File: src/rtl/gba_eeprom_host.sv
// Initiator for the GBA cartridge serial EEPROM protocol.
// One 64-bit block read or write is serialised into single-bit transfers,
// with ready polling after writes and a DMA-length hint for the responder.
module gba_eeprom_host #(
    parameter logic [19:0] POLL_TIMEOUT = 20'd100000,
    parameter int          BIT_GAP      = 2
) (
    input  logic        clk,
    input  logic        rst,
    input  logic        model,
    input  logic        req_valid,
    output logic        req_ready,
    input  logic        req_write,
    input  logic [13:0] req_addr,
    input  logic [63:0] req_wdata,
    output logic        resp_valid,
    output logic        resp_error,
    output logic [63:0] resp_rdata,
    output logic        ee_cs,
    output logic        ee_valid,
    output logic        ee_write,
    input  logic        ee_ready,
    output logic        ee_dout,
    input  logic        ee_din,
    output logic [16:0] dma_eepromcount
);

    typedef enum logic [3:0] {
        S_IDLE,
        S_CMD,
        S_ADDR,
        S_WDATA,
        S_WSTOP,
        S_RSTOP,
        S_RHEAD,
        S_RDATA,
        S_POLL
    } state_t;

    localparam logic [7:0] GAP = 8'(BIT_GAP);

    state_t      state;
    logic        is_write;
    logic [13:0] addr_sh;     // address left-aligned so bit 13 is always the next to send
    logic [6:0]  addr_last;   // index of the final address bit (n-1)
    logic [63:0] wdata_sh;
    logic [63:0] rdata_sh;
    logic [6:0]  bit_cnt;
    logic [7:0]  gap_cnt;
    logic [19:0] poll_cnt;

    logic        hs;
    logic [19:0] poll_inc;

    assign hs       = ee_valid & ee_ready;
    assign poll_inc = poll_cnt + 20'd1;

    // Protocol sequencer: on each handshake prepare the next bit, then hold it
    // off the bus for the inter-bit gap before raising ee_valid again.
    always_ff @(posedge clk) begin
        if (rst) begin
            state           <= S_IDLE;
            is_write        <= 1'b0;
            addr_sh         <= '0;
            addr_last       <= '0;
            wdata_sh        <= '0;
            rdata_sh        <= '0;
            bit_cnt         <= '0;
            gap_cnt         <= '0;
            poll_cnt        <= '0;
            req_ready       <= 1'b1;
            resp_valid      <= 1'b0;
            resp_error      <= 1'b0;
            resp_rdata      <= '0;
            ee_cs           <= 1'b0;
            ee_valid        <= 1'b0;
            ee_write        <= 1'b0;
            ee_dout         <= 1'b0;
            dma_eepromcount <= '0;
        end else begin
            resp_valid <= 1'b0;

            // Inter-bit gap countdown; the last gap cycle re-raises ee_valid.
            if (state != S_IDLE && !ee_valid && gap_cnt != 8'd0) begin
                gap_cnt <= gap_cnt - 8'd1;
                if (gap_cnt == 8'd1) begin
                    ee_valid <= 1'b1;
                end
            end

            // Every completed bit is followed by the gap (or none if GAP is 0).
            if (hs) begin
                ee_valid <= (GAP == 8'd0);
                gap_cnt  <= GAP;
            end

            case (state)
                S_IDLE: begin
                    if (req_valid && req_ready) begin
                        is_write        <= req_write;
                        addr_sh         <= model ? req_addr : {req_addr[5:0], 8'd0};
                        addr_last       <= model ? 7'd13 : 7'd5;
                        wdata_sh        <= req_wdata;
                        dma_eepromcount <= req_write ? (model ? 17'd81 : 17'd73)
                                                     : (model ? 17'd17 : 17'd9);
                        state           <= S_CMD;
                        req_ready       <= 1'b0;
                        ee_cs           <= 1'b1;
                        ee_valid        <= 1'b1;
                        ee_write        <= 1'b1;
                        ee_dout         <= 1'b1;
                        bit_cnt         <= '0;
                        gap_cnt         <= '0;
                    end
                end

                S_CMD: begin
                    if (hs) begin
                        if (bit_cnt == 7'd0) begin
                            bit_cnt <= 7'd1;
                            ee_dout <= ~is_write;
                        end else begin
                            bit_cnt <= '0;
                            state   <= S_ADDR;
                            ee_dout <= addr_sh[13];
                        end
                    end
                end

                S_ADDR: begin
                    if (hs) begin
                        if (bit_cnt == addr_last) begin
                            bit_cnt <= '0;
                            if (is_write) begin
                                state   <= S_WDATA;
                                ee_dout <= wdata_sh[63];
                            end else begin
                                state   <= S_RSTOP;
                                ee_dout <= 1'b0;
                            end
                        end else begin
                            bit_cnt <= bit_cnt + 7'd1;
                            ee_dout <= addr_sh[12];
                            addr_sh <= {addr_sh[12:0], 1'b0};
                        end
                    end
                end

                S_WDATA: begin
                    if (hs) begin
                        if (bit_cnt == 7'd63) begin
                            bit_cnt <= '0;
                            state   <= S_WSTOP;
                            ee_dout <= 1'b0;
                        end else begin
                            bit_cnt  <= bit_cnt + 7'd1;
                            ee_dout  <= wdata_sh[62];
                            wdata_sh <= {wdata_sh[62:0], 1'b0};
                        end
                    end
                end

                S_WSTOP: begin
                    if (hs) begin
                        state    <= S_POLL;
                        ee_write <= 1'b0;
                        ee_dout  <= 1'b0;
                        poll_cnt <= '0;
                    end
                end

                S_RSTOP: begin
                    if (hs) begin
                        state    <= S_RHEAD;
                        ee_write <= 1'b0;
                        ee_dout  <= 1'b0;
                        bit_cnt  <= '0;
                    end
                end

                S_RHEAD: begin
                    if (hs) begin
                        if (bit_cnt == 7'd3) begin
                            bit_cnt <= '0;
                            state   <= S_RDATA;
                        end else begin
                            bit_cnt <= bit_cnt + 7'd1;
                        end
                    end
                end

                S_RDATA: begin
                    if (hs) begin
                        rdata_sh <= {rdata_sh[62:0], ee_din};
                        if (bit_cnt == 7'd63) begin
                            resp_rdata      <= {rdata_sh[62:0], ee_din};
                            resp_error      <= 1'b0;
                            resp_valid      <= 1'b1;
                            state           <= S_IDLE;
                            req_ready       <= 1'b1;
                            ee_cs           <= 1'b0;
                            ee_valid        <= 1'b0;
                            ee_write        <= 1'b0;
                            ee_dout         <= 1'b0;
                            dma_eepromcount <= '0;
                            gap_cnt         <= '0;
                            bit_cnt         <= '0;
                        end else begin
                            bit_cnt <= bit_cnt + 7'd1;
                        end
                    end
                end

                S_POLL: begin
                    if (hs) begin
                        if (ee_din || poll_inc == POLL_TIMEOUT) begin
                            resp_error      <= ~ee_din;
                            resp_valid      <= 1'b1;
                            state           <= S_IDLE;
                            req_ready       <= 1'b1;
                            ee_cs           <= 1'b0;
                            ee_valid        <= 1'b0;
                            ee_write        <= 1'b0;
                            ee_dout         <= 1'b0;
                            dma_eepromcount <= '0;
                            gap_cnt         <= '0;
                        end else begin
                            poll_cnt <= poll_inc;
                        end
                    end
                end

                default: state <= S_IDLE;
            endcase
        end
    end

endmodule

File: config.mk
export PLATFORM = sky130hd
export DESIGN_NAME = gba_eeprom_host
export DESIGN_NICKNAME = d
export VERILOG_FILES = /design/src/rtl/gba_eeprom_host.sv
export SDC_FILE = /design/constraint.sdc
export NUM_CORES = 1
export LEC_CHECK = 0
export BUFFER_PORTS_ARGS = -buffer_cell sky130_fd_sc_hd__buf_2
export CAP_MARGIN = 0
export CORE_MARGIN = 4
export CORE_UTILIZATION = 45
export CTS_CLUSTER_SIZE = 12
export DETAILED_ROUTE_END_ITERATION = 8
export GPL_TIMING_DRIVEN = 0
export PLACE_DENSITY = 0.66
export RECOVER_POWER = 25
export REMOVE_ABC_BUFFERS = 1
export SYNTH_ARGS = -nofsm -noshare
export SYNTH_HDL_FRONTEND = slang
export SYNTH_SLANG_ARGS = --single-unit
File: constraint.sdc
create_clock -name clk -period 3.56 [get_ports clk]
set_clock_uncertainty 0.15 [all_clocks]
set_input_delay 0 -clock clk [delete_from_list [all_inputs] [get_ports clk]]
set_output_delay 0 -clock clk [all_outputs]
set_load 0.05 [all_outputs]
Word level (Yosys, flattened, before mapping)
Index checks and enable logic that the tools add are counted.
Storage, ports and cells
  bits in registers: 276
  latch bits: 0
  RAM bits: 0
  bits in read-only memories: 0
  output and inout bits: 88
  word-level logic and storage cells: 186
  memories: 0
Operators by class
  add/subtract/negate cells: 3
  multiply operators: 0
  divide/modulo/power cells: 0
  magnitude comparators: 0
  equal/unequal tests: 33
  shift-type cells: 0
  multiplexer cells: 98
  bitwise logic cells: 3
  reduce and logical (&&, ||, !) cells: 31
Operators with widths (count)
  two-way mux 64 bit: 3
  one-hot mux 64 bit (2 select lines): 1
  two-way mux 17 bit: 5
  two-way mux 7 bit: 10
  two-way mux 4 bit: 16
  two-way mux 20 bit: 3
  two-way mux 14 bit: 4
  two-way mux 8 bit: 7
  one-hot mux 17 bit (3 select lines): 1
  one-hot mux 7 bit (6 select lines): 1
  one-hot mux 20 bit (2 select lines): 1
  inequality test 2 bit, second input constant: 18
  one-hot mux 4 bit (9 select lines): 1
  two-way mux 1 bit: 33
  one-hot mux 14 bit (2 select lines): 1
  one-hot mux 8 bit (3 select lines): 1
  adder 20 x 1 -> 20 bit, second input constant: 1
  equality test 20 x 17 -> 1 bit, second input constant: 1
  equality test 4 x 3 -> 1 bit, second input constant: 4
  AND reduction 15 bit: 1
  AND reduction 7 bit: 2
  AND reduction 4 bit: 3
  two-way mux 5 bit: 2
  AND reduction 10 bit: 1
  33 further kinds: 47

Longest topological paths before layout
Gate-level depths: netlist of run 1.
  depth in word-level cells: 8
  depth in mapped cells: 10
  depth with buffers taken out: 8

Least setup slack after synthesis of run 1
OpenSTA, ideal clock, no wires.
  path type: register -> register
  start point: register poll_cnt[0]
  end point: register poll_cnt[14]
  setup time: 0.122 ns
  arrival: 2.456 ns
  data required time: 3.288 ns
  setup slack: 0.833 ns
  cell stages (with the launch flop): 11
  path buffers: 2
  period minus slack after synthesis: 2.727 ns
  path through: dfxtp_1 -> ha_1 -> and3_1 -> buf_2 -> nand4_1 -> xnor2_1 -> nand4b_1 -> or4_1 -> buf_6 -> and3_1 -> a221o_1
On the way
  cells in the longest elaborated chain, start to end: 5
  elaborated cells on any way between the ends: 8
RTL lines
  start, declared: RTL line 50  | logic [19:0] poll_cnt;
  start signal, assigned: RTL line 228  | poll_cnt <= poll_inc;
  adder 20 x 1 -> 20 bit (*): RTL line 56  | assign poll_inc = poll_cnt + 20'd1;
  equality test 20 x 17 -> 1 bit: RTL line 216  | if (ee_din || poll_inc == POLL_TIMEOUT) begin
  logical OR 1 bit: RTL line 216
  inequality test 2 bit (no source line)
  AND reduction 4 bit (no source line)
Every way passes the cells marked *; elsewhere a longest branch is shown, timed or not. The select of a mux whose other input is x is not followed.
A chain may end at the register's enable or synchronous reset.

Worst setup path after layout of run 1
Ends and elaborated chain as after synthesis.

==> results by group, run 1 <==
Place
  – Placed instance area: 0.0122 sq mm
  – Worst slack at placement: -351 ps
  – Global placement routability congestion: 0.848
  – Detailed Place HPWL: 17500 um
  – Quantity of I/O buffers inserted on ports: 159
  – DP Cell Count: 1772

Timing
  – Number of max-slew violations in the final report: 0
  – Fin crit period: 3300 ps
  – Upper clock frequency limit: 303 MHz
  – Number of setup violations in the final report: 0
  – Final hold vios: 0
  – Relative slew margins: 0.392
  – Transition at the pin with the smallest max-transition slack: 905 ps
  – Crit share post-route: 0.928
  – Post-route setup slack: 257 ps

Routing
  – Top routing layer in use: met4
  – Average wire length per cell after detail routing: 15.2 um
  – Routed Wire Length: 29100 um
  – DRC Markers: 0
  – Via total after detailed routing: 10253
  – Met2 Wirelength: 13300 um
  – Number of optimization iterations in the first detailed-route pass: 5
  – Met3 Routed Length: 1730 um
  – Detailed Route Iter0 Violations: 744
  – ANT nets after route: 0
  – Metal1 wirelength: 13300 um
  – Vias per cell: 5.35

Logic synthesis
  – Post-Synthesis Cells: 1383
  – Cell Area, Synth: 0.0112 sq mm
  – Synth top area cells: dfxtp_1 (46%), nand2_1 (11%), a21oi_1 (7.4%), mux2i_1 (6.7%), a211oi_1 (4.6%)
  – Number of synthesized register bits: 257
  – Share of the yosys chip area belonging to registers: 0.458
  – Async set-or-reset flop fraction in the synthesized netlist: 0
  – Most instantiated library cell after synthesis: nand2_1
  – Cell type contributing the most total cell area after synthesis: dfxtp_1
  – Mean area per synthesized cell: 8.13 sq um
  – Top FF cell, synth: dfxtp_1
  – Most used standard cells in the synthesized netlist: nand2_1 (318), dfxtp_1 (257), a21oi_1 (166), nor2_1 (116), clkbuf_1 (87)
  – Top-area cell type share of the netlist area: 0.458
  – Count of synthesis-stage warnings from yosys: 0
  – Count of flip-flops with a built-in enable after synthesis: 0
  – Number of library cell types mapped by synthesis: 72

CTS
  – Clock transition at the register clock pins on the worst setup and hold paths after CTS: 60 ps
  – Longest Clk Path Bufs: 3
  – Clock tree from TritonCTS: built
  – Clock H-tree levels: 1
  – Clk Latency, worst-skew pair: 520 ps
  – CTS root buf: clkbuf_16
  – TritonCTS Buffers: 28
  – Number of sinks handled by clock tree synthesis: 257

Critical path
  – R2r endpoint: poll_cnt[14]
  – Library cell appearing most often on the critical path: and3_1
  – Critical Path Sink Type: register
  – Combined buffer and inverter count along the critical path: 0
  – Reg2reg setup slack: 260 ps
  – Slowest cell on the critical path: or4_1
  – Worst EP required: 3820 ps
  – Worst Setup EP: poll_cnt[14]
  – Number of logic stages on the critical path including buffering: 8
  – Kind of critical path: register to register
  – Max incr delay on CP: 660 ps
  – Maximum fanout encountered on the critical timing path: 9
  – Family with the most delay on the worst path: simple AND/OR/NAND/NOR gates
  – Launching point of the worst reg2reg path: poll_cnt[0]
  – Crit path arrival time: 3570 ps
  – Cells along the critical path: ha_1 > and3_1 > nand4_1 > xnor2_1 > nand4b_1 > or4_1 > and3_1 > a221o_1
  – Timing startpoint of the critical path: poll_cnt[0]
  – Reg2Reg Depth: 8
  – Launching element type of the critical path: register

Die
  – Initial cell density of the core: 0.460
  – Floorplan row count: 57
  – Die span in x: 166 um
  – Core region area: 0.0245 sq mm
  – Boundary Pins: 173
  – Die ar.: 0.0276 sq mm
  – Die outline height: 166 um

GRT
  – Pin count of the biggest net entering global routing: 137
  – Number of antenna violations at the first check in global routing: 0
  – Global-route wire length before repair: 48000 um
  – Via count of the first global-routing pass: 9760
  – Tot GR Track Use: 0.197
  – Total global routing overflow: 0

Finish
  – Antenna Diode Count: 0
  – Fraction of layout cells with a size suffix above 1: 0.103
  – NumNets Final: 1666
  – Final non-filler cell area: 0.0140 sq mm
  – Post-layout instance count excluding filler cells: 1917
  – Growth of design area from synthesis to finish: 24.6%
  – Final Core Density: 0.573

Min path
  – Classification of the worst-slack hold path: input pin to register

Run
  – Maxcap violations: 0

Power
  – Maximum vdd ir drop: 0.534 mV
  – Power Density: 566 mW/mm^2
  – Leakage power summed over all cells: 4.87 nW
  – Overall power of the completed layout: 7.92 mW

Status
  – Status: finished clean
## state kept, by name (all words and copies together) (netlist names), 2 cells and up
name and cells:
bit_cnt 7, resp_rdata 64, rdata_sh 63, dma_eepromcount 4, addr_sh 14, wdata_sh 64, addr_last 2, state 4
poll_cnt 20, gap_cnt 8
## worst min-delay path by stage
stage                          from      endpoint  slack [ps]  cells past startpoint
after floorplan                 rst  addr_last[3]         -80                      1
after global placement    req_write      is_write         130                      3
after detailed placement  req_write      is_write         130                      3
after CTS                  ee_ready    gap_cnt[1]           5                      3
after global routing       ee_ready    gap_cnt[1]         140                      3
final                      ee_ready    gap_cnt[1]         130                      3
## timing repair
item | in CTS | in global routing
pin swaps | 0 | 2
setup buffers | 0 | 1
gates cloned | 0 | 2
endpoints found under the hold margin | 138 | 0
hold buffers | 94 | 0
setup endpoints to repair | 13 | 72
gates resized for setup | 1 | 4
## layer usage
metal	track usage	up-vias
li1	-	5181
met1	0.269	4724
met2	0.323	294
met3	0.0402	54
met4	0.0452	0
met5	0	-
## layout make-up
type	count	area (sq um)
repair buffers	265	1880
multi-input cells	1010	5650
well taps	324	405
inverters	13	48.8
clock buffers	41	841
flip-flops and latches	257	5140
fillers	2236	10500
clock inverters	7	38.8
## kinds of logic after synthesis
family	Yosys count	share of synthesized area
simple gates	573	0.227
compound gates	332	0.185
flops	257	0.458
buf+inv	130	0.0497
mux	75	0.0668
xor+xnor	9	0.00701
fa+ha+maj	6	0.00668
other cells	1	0.000334
## layout by cell type, fill, tap and decap left out, drive strengths merged, types with 3 or more instances in the layout
| master | Yosys | layout |
|---|---|---|
| xnor2 | 5 | 5 |
| nand2 | 319 | 319 |
| nand3 | 25 | 25 |
| or4 | 6 | 6 |
| mux2i | 75 | 75 |
| nand4b | 3 | 3 |
| nand3b | 4 | 4 |
| a211oi | 69 | 69 |
| nor3 | 13 | 13 |
| o211ai | 14 | 14 |
| dlygate4sd3 | 0 | 94 |
| o21ai | 28 | 28 |
| inv | 13 | 13 |
| a32oi | 5 | 5 |
| ha | 6 | 6 |
| a21boi | 3 | 3 |
| nor3b | 5 | 5 |
| and2 | 4 | 4 |
| a311oi | 12 | 12 |
| nor4 | 15 | 15 |
| xor2 | 4 | 4 |
| conb | 1 | 13 |
| nand2b | 22 | 22 |
| clkbuf | 88 | 117 |
| a21oi | 167 | 167 |
| or2 | 3 | 3 |
| buf | 29 | 95 |
| nor2b | 8 | 8 |
| dfxtp | 257 | 257 |
| nor2 | 116 | 118 |
| or3 | 3 | 3 |
| o31ai | 3 | 3 |
| a31oi | 5 | 5 |
| and3 | 12 | 12 |
| o22ai | 5 | 5 |
| clkinv | 0 | 7 |
| nand4 | 9 | 9 |
## per-stage QoR
stage	hold WS (ps)	TNS [ps]
after floorplan	-80.9	-375430
after global placement	127	-861770
after detailed placement	135	-4260
after CTS	4.55	0
after global routing	140	-26.7
final	130	0
## power breakdown
group          switching, mW  internal (mW)  leakage [nW]
Clock                   1.13           1.62         0.441
Sequential             0.256           3.24          2.09
Combinational           1.03          0.648          2.34
Total                   2.42           5.50          4.87
## worst register-to-register path: stages, from the launching register on
cell and delay [ps]:
dfxtp_1 490, ha_1 300, and3_1 380, nand4_1 210, xnor2_1 170, nand4b_1 260, or4_1 660, and3_1 290
a221o_1 290
(Power assumes the default switching activity.)
==> inputs of run 2 (changes only) <==
--- a/config.mk
+++ b/config.mk
@@ -7,12 +7,14 @@
 export LEC_CHECK = 0
 export BUFFER_PORTS_ARGS = -buffer_cell sky130_fd_sc_hd__buf_2
 export CAP_MARGIN = 0
+export CELL_PAD_IN_SITES_DETAIL_PLACEMENT = 1
+export CELL_PAD_IN_SITES_GLOBAL_PLACEMENT = 1
 export CORE_MARGIN = 4
-export CORE_UTILIZATION = 45
+export CORE_UTILIZATION = 42
 export CTS_CLUSTER_SIZE = 12
 export DETAILED_ROUTE_END_ITERATION = 8
 export GPL_TIMING_DRIVEN = 0
-export PLACE_DENSITY = 0.66
+export PLACE_DENSITY_LB_ADDON = 0.1
 export RECOVER_POWER = 25
 export REMOVE_ABC_BUFFERS = 1
 export SYNTH_ARGS = -nofsm -noshare
==> run 2 against run 1 <==
Against the previous run:
- non-clock buffer count unchanged
- count of clock-buffer cells in the layout up 4
- largest cell class unchanged
- die area up 6.8%
- largest power group unchanged
==> results by group, run 2 (synthesis results as in run 1) <==
Critical path
  – Launching element type of the critical path: register
  – Crit path arrival time: 3630 ps
  – R2r endpoint: poll_cnt[14]
  – Timing startpoint of the critical path: poll_cnt[0]
  – Maximum fanout encountered on the critical timing path: 9
  – Critical Path Sink Type: register
  – Reg2reg setup slack: 220 ps
  – Launching point of the worst reg2reg path: poll_cnt[0]
  – Reg2Reg Depth: 8
  – Worst EP required: 3840 ps
  – Worst Setup EP: poll_cnt[14]
  – Kind of critical path: register to register

Power
  – Power Density: 588 mW/mm^2
  – Clock share of power: 0.359
  – Relative contribution of combinational cells to total power: 0.218
  – Maximum vdd ir drop: 0.434 mV
  – Overall power of the completed layout: 8.29 mW
  – Sequential power share: 0.424
  – Switching share of total power: 0.318
  – Leakage power summed over all cells: 4.89 nW
  – Internal power: 5.65 mW
  – Switching Power: 2.64 mW

Place
  – DP Cell Count: 1783
  – Detailed Place HPWL: 19800 um
  – Global placement routability congestion: 0.815
  – Quantity of I/O buffers inserted on ports: 159
  – Placed instance area: 0.0123 sq mm
  – Worst slack at placement: -105 ps

Finish
  – Final non-filler cell area: 0.0141 sq mm
  – Fill cell total of the finished layout: 3127
  – Sequential cell area: 0.00514 sq mm
  – Footprint of the multi-input gates: 0.00567 sq mm
  – Final Core Density: 0.538
  – Most common cell after layout, fill and taps aside: nand2_1
  – NumNets Final: 1667
  – Post-layout instance count excluding filler cells: 1934
  – Growth of design area from synthesis to finish: 25.4%
  – Registers with the highest flip-flop counts: resp_rdata x64, wdata_sh x64, rdata_sh x63
  – Commonest cells after routing, fill and taps aside: nand2_1 (316), dfxtp_1 (257), a21oi_1 (166)
  – Fraction of layout cells with a size suffix above 1: 0.102

GRT
  – Total global routing overflow: 0
  – Via count of the first global-routing pass: 10619
  – Global-route wire length before repair: 55000 um
  – Number of antenna violations at the first check in global routing: 1
  – Tot GR Track Use: 0.223
  – Pin count of the biggest net entering global routing: 136

CTS
  – Clock H-tree levels: 1
  – Clk Latency, worst-skew pair: 560 ps
  – Clock transition at the register clock pins on the worst setup and hold paths after CTS: 60 ps
  – Clock tree from TritonCTS: built
  – TritonCTS Buffers: 29
  – CTS root buf: clkbuf_16
  – Longest Clk Path Bufs: 3
  – Number of sinks handled by clock tree synthesis: 257

Die
  – Core region area: 0.0262 sq mm
  – Boundary Pins: 173
  – Die outline height: 172 um
  – Floorplan row count: 59
  – Die ar.: 0.0294 sq mm
  – Initial cell density of the core: 0.429
  – Die span in x: 172 um

Timing
  – Post-route setup slack: 218 ps
  – Sum of negative setup slack: 0 ps
  – Relative slew margins: 0.171
  – Final hold vios: 0
  – Crit share post-route: 0.939
  – Number of setup violations in the final report: 0
  – Upper clock frequency limit: 299 MHz
  – Hold WS: 167 ps
  – Number of max-slew violations in the final report: 0
  – Fin crit period: 3340 ps
  – Transition at the pin with the smallest max-transition slack: 1240 ps
  – Setup repair after global routing missed its margin: false

Routing
  – Detailed Route Iter0 Violations: 600
  – Average wire length per cell after detail routing: 17.9 um
  – DRC Markers: 0
  – ANT nets after route: 0
  – Vias per cell: 5.44
  – Number of optimization iterations in the first detailed-route pass: 5
  – Routed Wire Length: 34600 um
  – Via total after detailed routing: 10529

Min path
  – Classification of the worst-slack hold path: input pin to register
  – Launch point of the worst hold path: req_write

Status
  – Status: finished clean

Run
  – Maxcap violations: 0
run 2: cell types whose count changed in the layout (fill, tap and decap cells not counted), moves of 2 or more:
cell and change:
bufinv_16 +2, clkbuf_1 +6, clkbuf_8 -2, buf_8 +2
run 2: worst max-delay path: stages, from the launching register on:
cell      delay, ps
dfxtp_1         510
ha_1            290
and3_1          390
nand4_1         210
xnor2_1         180
nand4b_1        230
or4_1           670
and3_1          300
a221o_1         300
run 2: layout make-up:
type,count,share of cell area
tap,335,0.0297
sequential,257,0.365
multi-input combinational,1010,0.402
timing repair buffer,265,0.133
inverter,13,0.00346
antenna,1,0.000177
clock buffer,45,0.0593
clock inverter,8,0.00745
run 2: worst min path at each step:
stage / to / slack [ps] / cells past startpoint
after floorplan: addr_last[3] / -80 / 1
after global placement: is_write / 130 / 3
after detailed placement: is_write / 130 / 3
after CTS: gap_cnt[1] / 2 / 3
after global routing: dma_eepromcount[6] / 180 / 4
final: dma_eepromcount[6] / 170 / 4
run 2: power groups by stage:
| stage | sequential [mW] | clock (mW) | combinational [mW] |
|---|---|---|---|
| 6_report | 3.51 | 2.97 | 1.80 |
| 5_1_grt | 3.55 | 3.17 | 1.99 |
| 3_3_place_gp | 3.52 | 0 | 1.59 |
| 3_5_place_dp | 3.54 | 0 | 1.59 |
| 4_1_cts | 3.48 | 3.03 | 1.70 |
| 2_1_floorplan | 3.58 | 0 | 1.09 |
run 2: what timing repair did:
| item | CTS | global route |
|---|---|---|
| setup buffers | 0 | 1 |
| cloned | 0 | 2 |
| hold buffers | 94 | 0 |
| pin swaps | 0 | 2 |
| endpoints found under the setup margin | 6 | 115 |
| hold endpoints to repair | 124 | 0 |
| resized for setup | 1 | 5 |
run 2: metal layers:
| metal | GRT usage | wire length (um) | up-vias | part of all wire |
|---|---|---|---|---|
| met3 | 0.0453 | 1850 | 68 | 0.053 |
| met4 | 0.0637 | 925 | 0 | 0.027 |
| met2 | 0.378 | 16600 | 236 | 0.48 |
| met1 | 0.290 | 15300 | 5043 | 0.44 |
| li1 | - | - | 5182 | - |
| met5 | 0 | 0 | - | 0 |
==> inputs of run 3 (changes only) <==
--- a/config.mk
+++ b/config.mk
@@ -10,7 +10,7 @@
 export CELL_PAD_IN_SITES_DETAIL_PLACEMENT = 1
 export CELL_PAD_IN_SITES_GLOBAL_PLACEMENT = 1
 export CORE_MARGIN = 4
-export CORE_UTILIZATION = 42
+export CORE_UTILIZATION = 38
 export CTS_CLUSTER_SIZE = 12
 export DETAILED_ROUTE_END_ITERATION = 8
 export GPL_TIMING_DRIVEN = 0
==> constraint.sdc (replaced) <==
create_clock -name clk -period 2.9 [get_ports clk]
set_clock_uncertainty 0.15 [all_clocks]
set_input_delay 0 -clock clk [delete_from_list [all_inputs] [get_ports clk]]
set_output_delay 0 -clock clk [all_outputs]
set_load 0.05 [all_outputs]
==> run 3 against run 2 <==
Against the previous run:
- via count increased by 0.27%
- largest cell class unchanged
- first-iteration DRC count decreased by 11%
- wire length is 1.4% higher
- worst setup slack lost 120 ps
- global-route usage is 1.7 points lower
- design area rose by 2.6%
==> results by group, run 3 (synthesis results as in run 1) <==
Status
  – Status: finished clean

Die
  – Initial cell density of the core: 0.389
  – Die ar.: 0.0324 sq mm
  – Core region area: 0.0289 sq mm
  – Boundary Pins: 173
  – Die outline height: 180 um
  – Die span in x: 180 um
  – Floorplan row count: 62

Power
  – Switching share of total power: 0.316
  – Internal power: 7.00 mW
  – Clock share of power: 0.357
  – Sequential power share: 0.420
  – Leakage power summed over all cells: 5.03 nW
  – Maximum vdd ir drop: 0.531 mV
  – Relative contribution of combinational cells to total power: 0.223
  – Power Density: 708 mW/mm^2
  – Switching Power: 3.24 mW

Finish
  – Sequential cell area: 0.00517 sq mm
  – Fill cell total of the finished layout: 3439
  – Registers with the highest flip-flop counts: resp_rdata x64, wdata_sh x64, rdata_sh x63
  – Fraction of layout cells with a size suffix above 1: 0.127
  – Footprint of the multi-input gates: 0.00578 sq mm
  – Most common cell after layout, fill and taps aside: nand2_1
  – Commonest cells after routing, fill and taps aside: nand2_1 (315), dfxtp_1 (243), a21oi_1 (166)
  – Post-layout instance count excluding filler cells: 1996
  – Growth of design area from synthesis to finish: 28.6%
  – Final Core Density: 0.500
  – NumNets Final: 1678

GRT
  – Total global routing overflow: 0
  – Global-route wire length before repair: 57300 um
  – Tot GR Track Use: 0.206
  – Pin count of the biggest net entering global routing: 107
  – Number of antenna violations at the first check in global routing: 4
  – Via count of the first global-routing pass: 10917

Routing
  – Detailed Route Iter0 Violations: 532
  – ANT nets after route: 0
  – Number of optimization iterations in the first detailed-route pass: 5
  – DRC Markers: 0
  – Routed Wire Length: 35100 um
  – Via total after detailed routing: 10557
  – Vias per cell: 5.29
  – Average wire length per cell after detail routing: 17.6 um

Timing
  – Transition at the pin with the smallest max-transition slack: 1040 ps
  – Number of max-slew violations in the final report: 0
  – Crit share post-route: 0.967
  – Number of setup violations in the final report: 0
  – Setup repair after global routing missed its margin: true
  – Upper clock frequency limit: 357 MHz
  – Fin crit period: 2800 ps
  – Final hold vios: 0
  – Relative slew margins: 0.299
  – Hold WS: 168 ps

CTS
  – Number of sinks handled by clock tree synthesis: 257
  – CTS root buf: clkbuf_16
  – TritonCTS Buffers: 29
  – Clock transition at the register clock pins on the worst setup and hold paths after CTS: 60 ps
  – Clock tree from TritonCTS: built
  – Clock H-tree levels: 1
  – Longest Clk Path Bufs: 3
  – Clk Latency, worst-skew pair: 560 ps

Run
  – Maxcap violations: 0

Place
  – DP Cell Count: 1834
  – Global placement routability congestion: 0.828
  – Quantity of I/O buffers inserted on ports: 159
  – Detailed Place HPWL: 20800 um

Critical path
  – Timing startpoint of the critical path: poll_cnt[0]
  – Cells along the critical path: ha_4 > and3_4 > nand4_1 > xnor2_1 > nand4b_1 > or4_4 > and3_1 > a221o_1
  – Worst Setup EP: poll_cnt[14]
  – Reg2reg setup slack: 100 ps
  – Slowest cell on the critical path: or4_4
  – Worst EP required: 3190 ps
  – Reg2Reg Depth: 8
  – Launching point of the worst reg2reg path: poll_cnt[0]
  – Crit path arrival time: 3100 ps
  – Kind of critical path: register to register
  – Max incr delay on CP: 600 ps
  – R2r endpoint: poll_cnt[14]
  – Launching element type of the critical path: register
  – Critical Path Sink Type: register
  – Maximum fanout encountered on the critical timing path: 9

Min path
  – Classification of the worst-slack hold path: input pin to register
==> run 3: changes by cell type in the layout (fill, tap and decap cells not counted), moves of 2 or more <==
cell,delta
dfxtp_2,+12
dfxtp_4,+2
dfxtp_1,-14
or4_1,-2
clkbuf_8,+4
or4_4,+2
nand3_1,-3
buf_4,+7
clkbuf_1,-5
nand3_2,+2
buf_16,+3
diode_2,+3
==> run 3: area by class of cell <==
type                            instances  area share
Clock inverter                          7     0.00519
Antenna cell                            4    0.000692
Inverter                               13     0.00337
Multi-Input combinational cell       1011       0.399
Timing Repair Buffer                  275       0.140
Tap cell                              384      0.0332
Clock buffer                           45      0.0606
Sequential cell                       257       0.357
==> run 3: repair_timing <==
action,4_1_cts,5_1_grt
endpoints found under the setup margin,168,98
setup buffers,5,3
gates resized for setup,22,20
pin swaps,4,6
endpoints found under the hold margin,154,0
cloned,3,1
hold buffers,94,0
==> run 3: power by group through the flow <==
| stage | logic [mW] | registers (mW) | clock network (mW) |
|---|---|---|---|
| 2_1_floorplan | 1.34 | 4.39 | 0 |
| 3_5_place_dp | 1.98 | 4.34 | 0 |
| 4_1_cts | 2.21 | 4.27 | 3.74 |
| 6_report | 2.28 | 4.30 | 3.66 |
| 3_3_place_gp | 1.97 | 4.33 | 0 |
| 5_1_grt | 2.52 | 4.35 | 3.91 |
==> run 3: worst max-delay path: cells and delay by family, from the launching register on <==
kind / cells / cell delay (ps)
AND/OR/NAND/NOR: 5 / 1460
flip-flops: 1 / 410
AO/OA/AOI/OAI: 1 / 290
adder cells (fa/ha/maj): 1 / 190
XOR/XNOR: 1 / 180
==> run 3: worst min path at each step <==
stage	depth (start not counted)	to	startpoint	slack, ps
floorplan	1	addr_last[3]	rst	-80
global placement	3	is_write	req_write	120
detailed placement	3	is_write	req_write	130
CTS	4	dma_eepromcount[6]	req_write	130
global route	4	dma_eepromcount[6]	req_write	170
finish	4	dma_eepromcount[6]	req_write	170
==> run 3: stage by stage <==
| stage | setup TNS [ps] | instance area [sq um] | power [mW] | worst slack (ps) |
|---|---|---|---|---|
| floorplan | -495520 | 10800 | 5.74 | -4710 |
| global placement | -1117140 | 12100 | 6.29 | -7340 |
| detailed placement | -52910 | 12400 | 6.32 | -826 |
| CTS | 0 | 14400 | 10.2 | 12.3 |
| global route | -68.0 | 14500 | 10.8 | -24.5 |
| finish | 0 | 14500 | 10.2 | 96.9 |
==> run 3: per-layer routing <==
layer	up-vias	routed length [um]	GRT usage
met5	-	0	0
met4	0	751	0.0539
met3	47	1510	0.0360
met2	227	16900	0.358
met1	5083	15900	0.266
li1	5200	-	-
